**src/rtl/wb_arb_pkg.sv**
```systemverilog
// Shared definitions for the writeback port arbiter.
// Contents: x0 register index, default parameter values and a one-hot to
// index helper. The helper accepts up to MAX_REQ requesters.
package wb_arb_pkg;

  localparam logic [4:0] REG_ZERO    = 5'd0;
  localparam int         DEF_NUM_REQ = 3;
  localparam int         DEF_DATA_W  = 32;
  localparam int         DEF_ADDR_W  = 5;
  localparam int         MAX_REQ     = 8;

  // Index of the set bit in a one-hot vector (0 if none is set).
  function automatic logic [2:0] onehot_to_idx(input logic [MAX_REQ-1:0] oh);
    logic [2:0] idx;
    idx = '0;
    for (int unsigned i = 0; i < MAX_REQ; i++) begin
      if (oh[i]) idx = 3'(i);
    end
    return idx;
  endfunction

endpackage

```
**src/rtl/wb_port_arbiter_if.sv**
```systemverilog
// Writeback bus between the requesters and the register-file write port.
// Signals: per-requester valid/ready/rd/data (packed, slice i = requester i),
// wr_stall from the port, registered wr_en/wr_reg/wr_data to the register
// file, and busy (any write pending).
// Modports: master = requester/port side, slave = arbiter side.
interface wb_port_arbiter_if import wb_arb_pkg::*; #(
  parameter int NUM_REQ = DEF_NUM_REQ,
  parameter int DATA_W  = DEF_DATA_W,
  parameter int ADDR_W  = DEF_ADDR_W
) ();

  logic [NUM_REQ-1:0]        req_valid;
  logic [NUM_REQ-1:0]        req_ready;
  logic [NUM_REQ*ADDR_W-1:0] req_rd;
  logic [NUM_REQ*DATA_W-1:0] req_data;
  logic                      wr_stall;
  logic                      wr_en;
  logic [ADDR_W-1:0]         wr_reg;
  logic [DATA_W-1:0]         wr_data;
  logic                      busy;

  modport master (
    output req_valid, req_rd, req_data, wr_stall,
    input  req_ready, wr_en, wr_reg, wr_data, busy
  );

  modport slave (
    input  req_valid, req_rd, req_data, wr_stall,
    output req_ready, wr_en, wr_reg, wr_data, busy
  );

endinterface

```
**src/rtl/wb_prio_pick.sv**
```systemverilog
// Combinational priority picker.
// Ports: valid (request vector), start (index with highest priority),
// grant (one-hot, lowest rank valid requester; zero when nothing is valid).
// Rank of requester j is its circular distance from start.
module wb_prio_pick import wb_arb_pkg::*; #(
  parameter int NUM_REQ = DEF_NUM_REQ
) (
  input  logic [NUM_REQ-1:0] valid,
  input  logic [2:0]         start,
  output logic [NUM_REQ-1:0] grant
);

  localparam int unsigned N = NUM_REQ;

  logic found;

  always_comb begin
    grant = '0;
    found = 1'b0;
    for (int unsigned rank = 0; rank < N; rank++) begin
      for (int unsigned j = 0; j < N; j++) begin
        if (!found && valid[j] && (((j + N - 32'(start)) % N) == rank)) begin
          grant[j] = 1'b1;
          found    = 1'b1;
        end
      end
    end
  end

endmodule

```
**src/rtl/wb_port_arbiter.sv**
```systemverilog
// Shares the register-file write port among NUM_REQ writeback sources.
// Ports: clk, rst (synchronous, active high), bus (slave modport of
// wb_port_arbiter_if). The winning write is registered onto wr_* one cycle
// after its valid&ready transfer; writes to x0 are consumed without wr_en.
// Define WB_ARB_RR_EN for round-robin priority; default is fixed priority
// with requester 0 highest.
module wb_port_arbiter import wb_arb_pkg::*; #(
  parameter int NUM_REQ = DEF_NUM_REQ,
  parameter int DATA_W  = DEF_DATA_W,
  parameter int ADDR_W  = DEF_ADDR_W
) (
  input logic              clk,
  input logic              rst,
  wb_port_arbiter_if.slave bus
);

  logic [NUM_REQ-1:0] grant;
  logic [2:0]         start;
  logic               xfer;
  logic [ADDR_W-1:0]  sel_rd;
  logic [DATA_W-1:0]  sel_data;

`ifdef WB_ARB_RR_EN
  logic [2:0] ptr;
  logic [2:0] sel;

  assign sel   = onehot_to_idx(MAX_REQ'(grant));
  assign start = ptr;

  // Pointer only advances on an actual transfer, which already excludes
  // stall and reset cycles.
  always_ff @(posedge clk) begin
    if (rst) begin
      ptr <= '0;
    end else if (xfer) begin
      if (32'(sel) == NUM_REQ - 1) ptr <= '0;
      else                         ptr <= sel + 3'd1;
    end
  end
`else
  assign start = '0;
`endif

  wb_prio_pick #(.NUM_REQ(NUM_REQ)) u_pick (
    .valid (bus.req_valid),
    .start (start),
    .grant (grant)
  );

  always_comb begin
    bus.req_ready = (rst || bus.wr_stall) ? '0 : grant;
    bus.busy      = |bus.req_valid;
    xfer          = |bus.req_ready;
  end

  always_comb begin
    sel_rd   = '0;
    sel_data = '0;
    for (int unsigned j = 0; j < NUM_REQ; j++) begin
      if (grant[j]) begin
        sel_rd   = bus.req_rd[j*ADDR_W +: ADDR_W];
        sel_data = bus.req_data[j*DATA_W +: DATA_W];
      end
    end
  end

  always_ff @(posedge clk) begin
    if (rst) begin
      bus.wr_en   <= 1'b0;
      bus.wr_reg  <= '0;
      bus.wr_data <= '0;
    end else if (!bus.wr_stall) begin
      bus.wr_en <= xfer && (sel_rd != ADDR_W'(REG_ZERO));
      if (xfer) begin
        bus.wr_reg  <= sel_rd;
        bus.wr_data <= sel_data;
      end
    end
  end

endmodule

```
**src/flat_wrapper.sv**
```systemverilog
// flat-port wrapper written by rule: the top's interface ports become plain ports
module wb_port_arbiter_flat import wb_arb_pkg::*;
#(
  parameter int NUM_REQ = DEF_NUM_REQ,
  parameter int DATA_W  = DEF_DATA_W,
  parameter int ADDR_W  = DEF_ADDR_W
)
  (clk, rst, bus_req_valid, bus_req_rd, bus_req_data, bus_wr_stall, bus_req_ready, bus_wr_en, bus_wr_reg, bus_wr_data, bus_busy);
  wb_port_arbiter_if #(.NUM_REQ(NUM_REQ), .DATA_W(DATA_W), .ADDR_W(ADDR_W)) bus_i ();
  input logic clk;
  input logic rst;
  input wire logic [$bits(bus_i.req_valid)-1:0] bus_req_valid;
  input wire logic [$bits(bus_i.req_rd)-1:0] bus_req_rd;
  input wire logic [$bits(bus_i.req_data)-1:0] bus_req_data;
  input wire logic [$bits(bus_i.wr_stall)-1:0] bus_wr_stall;
  output wire logic [$bits(bus_i.req_ready)-1:0] bus_req_ready;
  output wire logic [$bits(bus_i.wr_en)-1:0] bus_wr_en;
  output wire logic [$bits(bus_i.wr_reg)-1:0] bus_wr_reg;
  output wire logic [$bits(bus_i.wr_data)-1:0] bus_wr_data;
  output wire logic [$bits(bus_i.busy)-1:0] bus_busy;
  assign bus_i.req_valid = bus_req_valid;
  assign bus_i.req_rd = bus_req_rd;
  assign bus_i.req_data = bus_req_data;
  assign bus_i.wr_stall = bus_wr_stall;
  assign bus_req_ready = bus_i.req_ready;
  assign bus_wr_en = bus_i.wr_en;
  assign bus_wr_reg = bus_i.wr_reg;
  assign bus_wr_data = bus_i.wr_data;
  assign bus_busy = bus_i.busy;
  wb_port_arbiter #(.NUM_REQ(NUM_REQ), .DATA_W(DATA_W), .ADDR_W(ADDR_W)) u_core (.clk(clk), .rst(rst), .bus(bus_i));
endmodule
```
**config.mk**
```make
export PLATFORM = sky130hd
export DESIGN_NAME = wb_port_arbiter_flat
export DESIGN_NICKNAME = d
export VERILOG_FILES = /design/src/rtl/wb_arb_pkg.sv /design/src/rtl/wb_port_arbiter_if.sv /design/src/rtl/wb_prio_pick.sv /design/src/rtl/wb_port_arbiter.sv /design/src/flat_wrapper.sv
export SDC_FILE = /design/constraint.sdc
export NUM_CORES = 1
export LEC_CHECK = 0
export BUFFER_PORTS_ARGS = -buffer_cell sky130_fd_sc_hd__buf_4
export CORE_MARGIN = 3
export CORE_UTILIZATION = 40
export CTS_CLUSTER_DIAMETER = 80
export DETAILED_ROUTE_END_ITERATION = 8
export PLACE_DENSITY = 0.8
export REMOVE_ABC_BUFFERS = 1
export SLEW_MARGIN = 20
export SYNTH_ARGS = -nofsm -noshare
export SYNTH_HDL_FRONTEND = slang
export SYNTH_SLANG_ARGS = --single-unit
export TNS_END_PERCENT = 5
```
**constraint.sdc**
```tcl
create_clock -name clk -period 1.52 [get_ports clk]
set_clock_uncertainty 0.1 [all_clocks]
set_input_delay 0.228 -clock clk [delete_from_list [all_inputs] [get_ports clk]]
set_output_delay 0.228 -clock clk [all_outputs]
set_load 0.1 [all_outputs]
```
==> results.ini, run 1 <==
[run_status]
status=completed

[clock_network]
clk_latency_ps=290
cts_sinks=38
cts_buffers=5
htree_levels=2
clk_path_buf_depth=2
cts_root_buf=clkbuf_8
holdBufCountCts=0
path_clk_slew_ps=70
tritoncts=done
cts_resized=0
postCtsSetupBuffers=0

[timing]
relSlewSlack=0.795
clock.fmax_ghz=0.707
hold_viol_final=0
min_period_ps=1410
setup_tns_ps=0
finalCritPeriodShare=0.931
rsz0062_at_grt=no
worst_pin_slew_ps=307
setup_ws_ps=105
setup_viol=0
slew_viol_final=0

[floorplanning]
core-area_mm2=0.00488
die_w_um=78.3
io_pins=159
dieArea_mm2=0.00614
rows=25
initial_utilization=0.429
fp.dieH_um=78.3

[route]
post_drt_wl_per_cell_um=16.4
dr.pass1.iters=4
via_count=2531
ant_nets=0
drt-initial-drc-count=89
vias_per_cell=5.56
wirelength_um=7470
route.detailed.drc=0

[power]
netSwitchingFraction=0.390
p_comb_frac=0.407
p_sw_mw=1.32
totalPowerFinal_mw=3.38
intPower_mw=2.06
power_leakage_nw=1.59
p_per_area_mw_per_mm2=977
power_frac_clock=0.260
irDropWorstVdd_mv=0.477
power_frac_seq=0.333

[synth]
synth_top_area_share=0.363
synthesis.area_mm2=0.00209
synth_area_leaders=dfxtp_1, nand3b_1, a221oi_1, o31ai_1, nor2_1
ys_types=25
syn_avg_cell_area_um2=8.91
syn_inst=235
yosysSeqAreaShare=0.363
ys.warnings.count=0
synth_top_cell_by_area=dfxtp_1
synth-seq-cells=38

[global_route]
grt_busiest_layer=met2
gr-total-overflow=0
antenna_found_initial=0
use_met2=0.407
grt_pass1_wl_um=11700
grt_max_degree=33
grtUsageMet1=0.282
grt_use_total=0.238
grt_pass1_vias=2519
grt.met3_usage=0.0722

[setup_path]
cp_cell_sequence=buf_4, buf_4, nor2_1, and3_1, buf_4
max_stage_delay_ps=280
arrival_ps=1090
critPathMaxFanout=11
slowest_stage=buf_4
required_ps=1190
critPathMostFrequentCell=buf_4
startpoint_type=input port
end_kind=output port
critical_path_class=input port to output port

[cells_and_area]
drive_above_1_share=0.479
final_cell_area_mm2=0.00346
largest_reg_flops=32
areaGrowthSynthToFinish_pct=65.5
antenna_cells=0
nets=505

[placed_design]
dp_hpwl_um=5760
place_area_mm2=0.00335
gp_congestion=0.822
post-place-ws_ps=40.1
portBuffers=158

[hold_path]
hp-class=input port to register

[job]
drv_cap=0

[logic make-up after synthesis]
group                  after synthesis  synth area share
AO/OA/AOI/OAI                       78             0.299
AND/OR/NAND/NOR                     91             0.250
flip-flops                          38             0.363
buffers and inverters               28            0.0867
[synth_stat cells]
cell type / number
buf_4: 3
a211oi_1: 1
a221oi_1: 32
nand2_4: 1
a221o_1: 1
nor3_1: 1
o21ai_2: 1
nor2_1: 35
o31ai_1: 32
a2bb2oi_1: 4
nand2_1: 8
clkbuf_1: 6
a311oi_2: 1
buf_6: 7
nand3b_1: 41
buf_2: 10
and3_1: 2
and2_4: 1
a21oi_1: 5
dfxtp_1: 38
buf_1: 1
inv_1: 1
o21ai_0: 1
nor2b_1: 1
or3_4: 1
[routing by layer]
metal	part of all wire	wire length (um)
met3	0.11	787
met5	0	0
met2	0.47	3550
met1	0.40	2960
met4	0.024	179
[stage by stage]
step	hold WS, ps	utilization	std cells
finish	84.0	0.710	455
global route	84.2	0.710	455
CTS	82.5	0.710	455
detailed placement	367	0.687	448
global placement	361	0.687	448
floorplan	196	-	208
[worst max-delay path, delay by kind of cell]
family | cells | cell delay [ps]
and+or+nand+nor | 2 | 230
buffers and inverters | 3 | 610
[placed cells by master (no fill, tap or decap), types with 2 or more instances in the layout]
master	count
nand2_1	8
buf_12	4
and3_1	2
nor2_1	35
a2bb2oi_1	4
clkbuf_8	6
o31ai_1	32
nand3b_1	41
buf_4	169
a221oi_1	32
a21oi_1	5
dfxtp_1	38
[worst paths after layout]
path                        start                   end  slack [ps]  depth (start not counted)
min reg2reg  u_core.bus.wr_reg[3]  u_core.bus.wr_reg[3]         380                          2
min                           rst      u_core.bus.wr_en          80                          2
max              bus_req_valid[1]      bus_req_ready[2]         110                          5
max reg2reg      u_core.bus.wr_en      u_core.bus.wr_en         540                          2
[power by group through the flow]
stage	sequential, mW	clock (mW)	combinational (mW)
final	1.13	0.880	1.38
after global routing	1.14	0.937	1.44
after CTS	1.13	0.902	1.38
after detailed placement	1.15	0	1.38
after global placement	1.15	0	1.37
after floorplan	1.75	0	0.245
[area by class of cell]
class / count / area, um^2
clock inverters: 1 / 30.0
fillers: 427 / 1420
flip-flops and latches: 38 / 761
well taps: 67 / 83.8
inverters: 1 / 3.75
multi-input cells: 169 / 1150
clock buffers: 6 / 82.6
repair buffers: 173 / 1350
(Power assumes the default switching activity.)
==> run 2, diff against run 1 <==
Settings changed: CORE_MARGIN 3 to 4.
==> run 2 against run 1 <==
Non-clock buffer count down 1. Hold slack worse by 40 ps. Critical path depth down 1. Total power down 2.0%. Register-to-register slack about the same.
==> results.ini, run 2 (synthesis results as in run 1) <==
[global_route]
gr-total-overflow=0  ; unchanged
grt_max_degree=38  ; +15%
grt_pass1_wl_um=10800  ; -8.4%
grt_use_total=0.208  ; -0.0302
grt_pass1_vias=2354  ; -6.6%
antenna_found_initial=0  ; unchanged

[clock_network]
tritoncts=done
clk_path_buf_depth=2  ; unchanged
cts_buffers=5  ; unchanged
cts_root_buf=clkbuf_8
htree_levels=2  ; unchanged
postCtsSetupBuffers=0  ; unchanged
path_clk_slew_ps=80  ; about the same
clk_latency_ps=270  ; -20 ps
holdBufCountCts=0  ; unchanged
cts_resized=0  ; unchanged
cts_sinks=38  ; unchanged

[floorplanning]
core-area_mm2=0.00507  ; +4.0%
dieArea_mm2=0.00645  ; +5.2%
initial_utilization=0.412  ; -0.0165
die_w_um=80.3  ; +2.6%
rows=26  ; +4.0%
io_pins=159  ; unchanged
fp.dieH_um=80.3  ; +2.6%

[placed_design]
dp_hpwl_um=5590  ; -2.8%
place_area_mm2=0.00335  ; -0.11%
post-place-ws_ps=61.9  ; +21.7 ps
gp_congestion=0.811  ; -1.4%
portBuffers=158  ; unchanged

[cells_and_area]
finalCoreUtilization=0.681  ; -0.0288
mostFrequentLayoutCells=buf_4, nand3b_1, dfxtp_1
drive_above_1_share=0.479  ; unchanged
final_common_cell=buf_4
fill_cells=446  ; +4.4%
final_cell_area_mm2=0.00346  ; -0.22%
areaGrowthSynthToFinish_pct=65.1
antenna_cells=0  ; unchanged
nets=504  ; -0.20%
largest_reg_flops=32  ; unchanged

[route]
post_drt_wl_per_cell_um=15.6  ; -5.1%
dr_wl_met3_um=621  ; -21%
route.detailed.drc=0  ; unchanged
route.layer.met1.wl_um=2810  ; -4.9%
wirelength_um=7140  ; -4.5%
dr_wl_met2_um=3630  ; +2.2%
via_count=2451  ; -3.2%
dr.pass1.iters=4  ; unchanged
drt-initial-drc-count=93  ; +4.5%
top_layer=met4
vias_per_cell=5.35  ; -3.8%
ant_nets=0  ; unchanged

[setup_path]
r2r.worst_path.cells=2  ; unchanged
critical_path_class=input port to output port
required_ps=1190  ; about the same
arrival_ps=1060  ; -30 ps
startpoint_type=input port
end_kind=output port
critPathMaxFanout=8  ; -3

[job]
drv_cap=0  ; unchanged

[timing]
worst_pin_slew_ps=365  ; +57.6 ps
slew_viol_final=0  ; unchanged
relSlewSlack=0.756  ; -0.0395
rsz0062_at_grt=no
hold_viol_final=0  ; unchanged
clock.fmax_ghz=0.723  ; +2.2%
finalCritPeriodShare=0.910  ; -0.0204
min_period_ps=1380  ; -31.0 ps
setup_ws_ps=136  ; +31.0 ps
setup_viol=0  ; unchanged
setup_tns_ps=0  ; unchanged

[run_status]
status=completed

[hold_path]
hp-class=input port to register
holdPathStages=2  ; unchanged

[power]
p_comb_frac=0.413  ; +0.006
netSwitchingFraction=0.391  ; +0.000791
irDropWorstVdd_mv=0.608  ; +28%
intPower_mw=2.02  ; -2.2%
power_frac_clock=0.248  ; -0.012
power_leakage_nw=1.58  ; -0.28%
power_frac_seq=0.339  ; +0.006
p_sw_mw=1.30  ; -1.8%
p_per_area_mw_per_mm2=959  ; -1.8%

[run 2: cell types whose count changed in the layout (fill, tap and decap cells not counted), sizes merged]
cell,before,now
buf,173,172
clkbuf,6,5
clkinv,0,2
[run 2: cell type report]
cell class              instances  area (um^2)  area share
inverters                       1         3.75     0.00109
clock buffers                   5         68.8      0.0199
repair buffers                172         1340       0.388
flip-flops and latches         38          761       0.220
well taps                      70         87.6      0.0253
multi-input cells             169         1150       0.334
clock inverters                 3         40.0      0.0116
[run 2: power groups by stage]
stage / clock network (mW) / registers [mW] / logic [mW]
4_1_cts: 0.842 / 1.12 / 1.37
3_3_place_gp: 0 / 1.14 / 1.36
5_1_grt: 0.884 / 1.13 / 1.43
6_report: 0.821 / 1.12 / 1.37
2_1_floorplan: 0 / 1.75 / 0.245
3_5_place_dp: 0 / 1.15 / 1.37
[run 2: per-stage QoR]
| step | hold WS [ps] | cells | power, mW |
|---|---|---|---|
| floorplan | 196 | 208 | 2.00 |
| global placement | 335 | 450 | 2.50 |
| detailed placement | 338 | 450 | 2.52 |
| CTS | 33.9 | 458 | 3.34 |
| global route | 31.4 | 458 | 3.45 |
| finish | 44.0 | 458 | 3.31 |
[run 2: critical path, stage by stage]
cell and delay [ps]:
buf_4 140, inv_1 190, and3_1 200, buf_4 290
[run 2: worst paths after layout]
check	start	endpoint	slack [ps]
setup reg to reg	u_core.bus.wr_en	u_core.bus.wr_en	540
hold reg to reg	u_core.bus.wr_reg[4]	u_core.bus.wr_reg[4]	380
setup / recovery	bus_req_valid[0]	bus_req_ready[1]	140
hold / removal	rst	u_core.bus.wr_en	40
[run 2: metal layers]
metal	track usage	vias up
met5	0	-
met4	0.0490	0
met3	0.0583	6
met2	0.389	103
met1	0.230	1130
li1	-	1212
==> run 3, diff against run 2 <==
Settings changed: CTS_CLUSTER_SIZE from default to 40, SETUP_SLACK_MARGIN from default to 0.5.
==> run 3 against run 2 <==
Routed wire length rose by 8.3%. Worst setup slack better by 110 ps. Fmax rose by 8.8%. Clock power about the same. Register-to-register slack got worse by 50 ps. Total power grew 3.5%. First-iteration DRC count up 29%. Largest cell class unchanged. Largest power group unchanged.
==> results.ini, run 3 (synthesis results as in run 1) <==
[run_status]
status=completed

[floorplanning]
dieArea_mm2=0.00645  ; unchanged
io_pins=159  ; unchanged
rows=26  ; unchanged
initial_utilization=0.412  ; unchanged
core-area_mm2=0.00507  ; unchanged
die_w_um=80.3  ; unchanged
fp.dieH_um=80.3  ; unchanged

[setup_path]
critical_path_class=input port to output port
max_stage_delay_ps=420  ; +130 ps
crit_buf_inv=2  ; -1
critPathTopFamily=simple AND/OR/NAND/NOR gates
arrival_ps=940  ; -120 ps
end_kind=output port
startpoint_type=input port
cp_cell_sequence=buf_8, or3_4, buf_12
critPathMaxFanout=4  ; -4
slowest_stage=or3_4
required_ps=1190  ; about the same

[route]
drt-initial-drc-count=120  ; +29%
route.layer.met1.wl_um=2900  ; +3.3%
vias_per_cell=5.45  ; +1.9%
dr_wl_met3_um=657  ; +5.8%
via_count=2535  ; +3.4%
route.detailed.drc=0  ; unchanged
ant_nets=0  ; unchanged
dr.pass1.iters=4  ; unchanged
wirelength_um=7730  ; +8.3%
top_layer=met4
dr_wl_met2_um=4060  ; +12%
post_drt_wl_per_cell_um=16.6  ; +6.7%

[global_route]
gr-total-overflow=0  ; unchanged
grt_pass1_vias=2413  ; +2.5%
antenna_found_initial=0  ; unchanged
grt_max_degree=38  ; unchanged
grt_use_total=0.219  ; +0.0111
grt_pass1_wl_um=11300  ; +4.8%

[timing]
clock.fmax_ghz=0.786  ; +8.8%
min_period_ps=1270  ; -112 ps
worst_pin_slew_ps=360  ; -4.22 ps
finalCritPeriodShare=0.837  ; -0.0737
hold_viol_final=0  ; unchanged
setup_viol=0  ; unchanged
setup_tns_ps=0  ; unchanged
setup_ws_ps=248  ; +112 ps
slew_viol_final=0  ; unchanged
rsz0062_at_grt=yes
relSlewSlack=0.759  ; +0.00282

[power]
totalPowerFinal_mw=3.43  ; +3.5%
irDropWorstVdd_mv=0.568  ; -6.5%
power_frac_clock=0.239  ; -0.009
intPower_mw=2.10  ; +4.2%
power_frac_seq=0.332  ; -0.007
netSwitchingFraction=0.387  ; -0.00415
p_sw_mw=1.33  ; +2.4%
p_comb_frac=0.429  ; +0.016
p_per_area_mw_per_mm2=913  ; -4.8%
power_leakage_nw=1.67  ; +5.9%

[cells_and_area]
mostFrequentLayoutCells=buf_4, nand3b_1, nor2_1, dfxtp_1
finalCoreUtilization=0.740  ; +0.0592
antenna_cells=0  ; unchanged
areaGrowthSynthToFinish_pct=79.4
layoutNonFillerInstCount=465  ; +1.5%
drive_above_1_share=0.509  ; +0.0295
nets=511  ; +1.4%
largest_reg_flops=32  ; unchanged
final_common_cell=buf_4

[clock_network]
cts_root_buf=clkbuf_8
clk_latency_ps=280  ; about the same
cts_sinks=38  ; unchanged
cts_buffers=5  ; unchanged
clk_path_buf_depth=2  ; unchanged
path_clk_slew_ps=80  ; about the same
htree_levels=2  ; unchanged
tritoncts=done

[placed_design]
dp.cells=450  ; unchanged
gp_congestion=0.811  ; unchanged
portBuffers=158  ; unchanged
post-place-ws_ps=61.9  ; unchanged
dp_hpwl_um=5590  ; unchanged

[job]
drv_cap=0  ; unchanged

[hold_path]
hp-class=input port to register

[run 3: worst paths after layout]
path / cells after the start / slack, ps / startpoint / endpoint
setup reg to reg: 2 / 490 / u_core.bus.wr_en / u_core.bus.wr_en
setup / recovery: 3 / 250 / bus_req_valid[2] / bus_busy
hold / removal: 3 / 140 / rst / u_core.bus.wr_en
hold reg to reg: 2 / 390 / u_core.bus.wr_data[22] / u_core.bus.wr_data[22]
[run 3: cell type report]
class,instances,area [um^2]
repair buffers,179,1610
fillers,410,1320
multi-input cells,169,1180
flip-flops and latches,38,766
well taps,70,87.6
clock buffers,5,68.8
clock inverters,3,40.0
inverters,1,7.51
[run 3: worst register-to-register path, cell delays in order (launching register included)]
cell      delay [ps]
dfxtp_2          350
a211oi_1         310
a311oi_2         150
[run 3: stage by stage]
step           area, um^2  hold WS [ps]
4_1_cts              3610           119
2_1_floorplan        1920           196
3_3_place_gp         3350           335
3_5_place_dp         3350           338
5_1_grt              3760           118
6_report             3760           139
[run 3: layer usage]
| metal | global-route usage | vias up |
|---|---|---|
| met3 | 0.0561 | 8 |
| met5 | 0 | - |
| met4 | 0.0642 | 0 |
| li1 | - | 1225 |
| met1 | 0.246 | 1192 |
| met2 | 0.404 | 110 |
[run 3: repair_timing]
action,4_1_cts,5_1_grt
resized for setup,28,36
buffers inserted,5,2
hold buffers,0,0
pin swaps,4,1
setup endpoints to repair,80,80
gates cloned,0,0
[run 3: power groups by stage]
stage,combinational (mW),clock [mW],sequential [mW]
CTS,1.41,0.842,1.12
floorplan,0.245,0,1.75
global placement,1.36,0,1.14
global route,1.53,0.887,1.15
detailed placement,1.37,0,1.15
finish,1.47,0.820,1.14
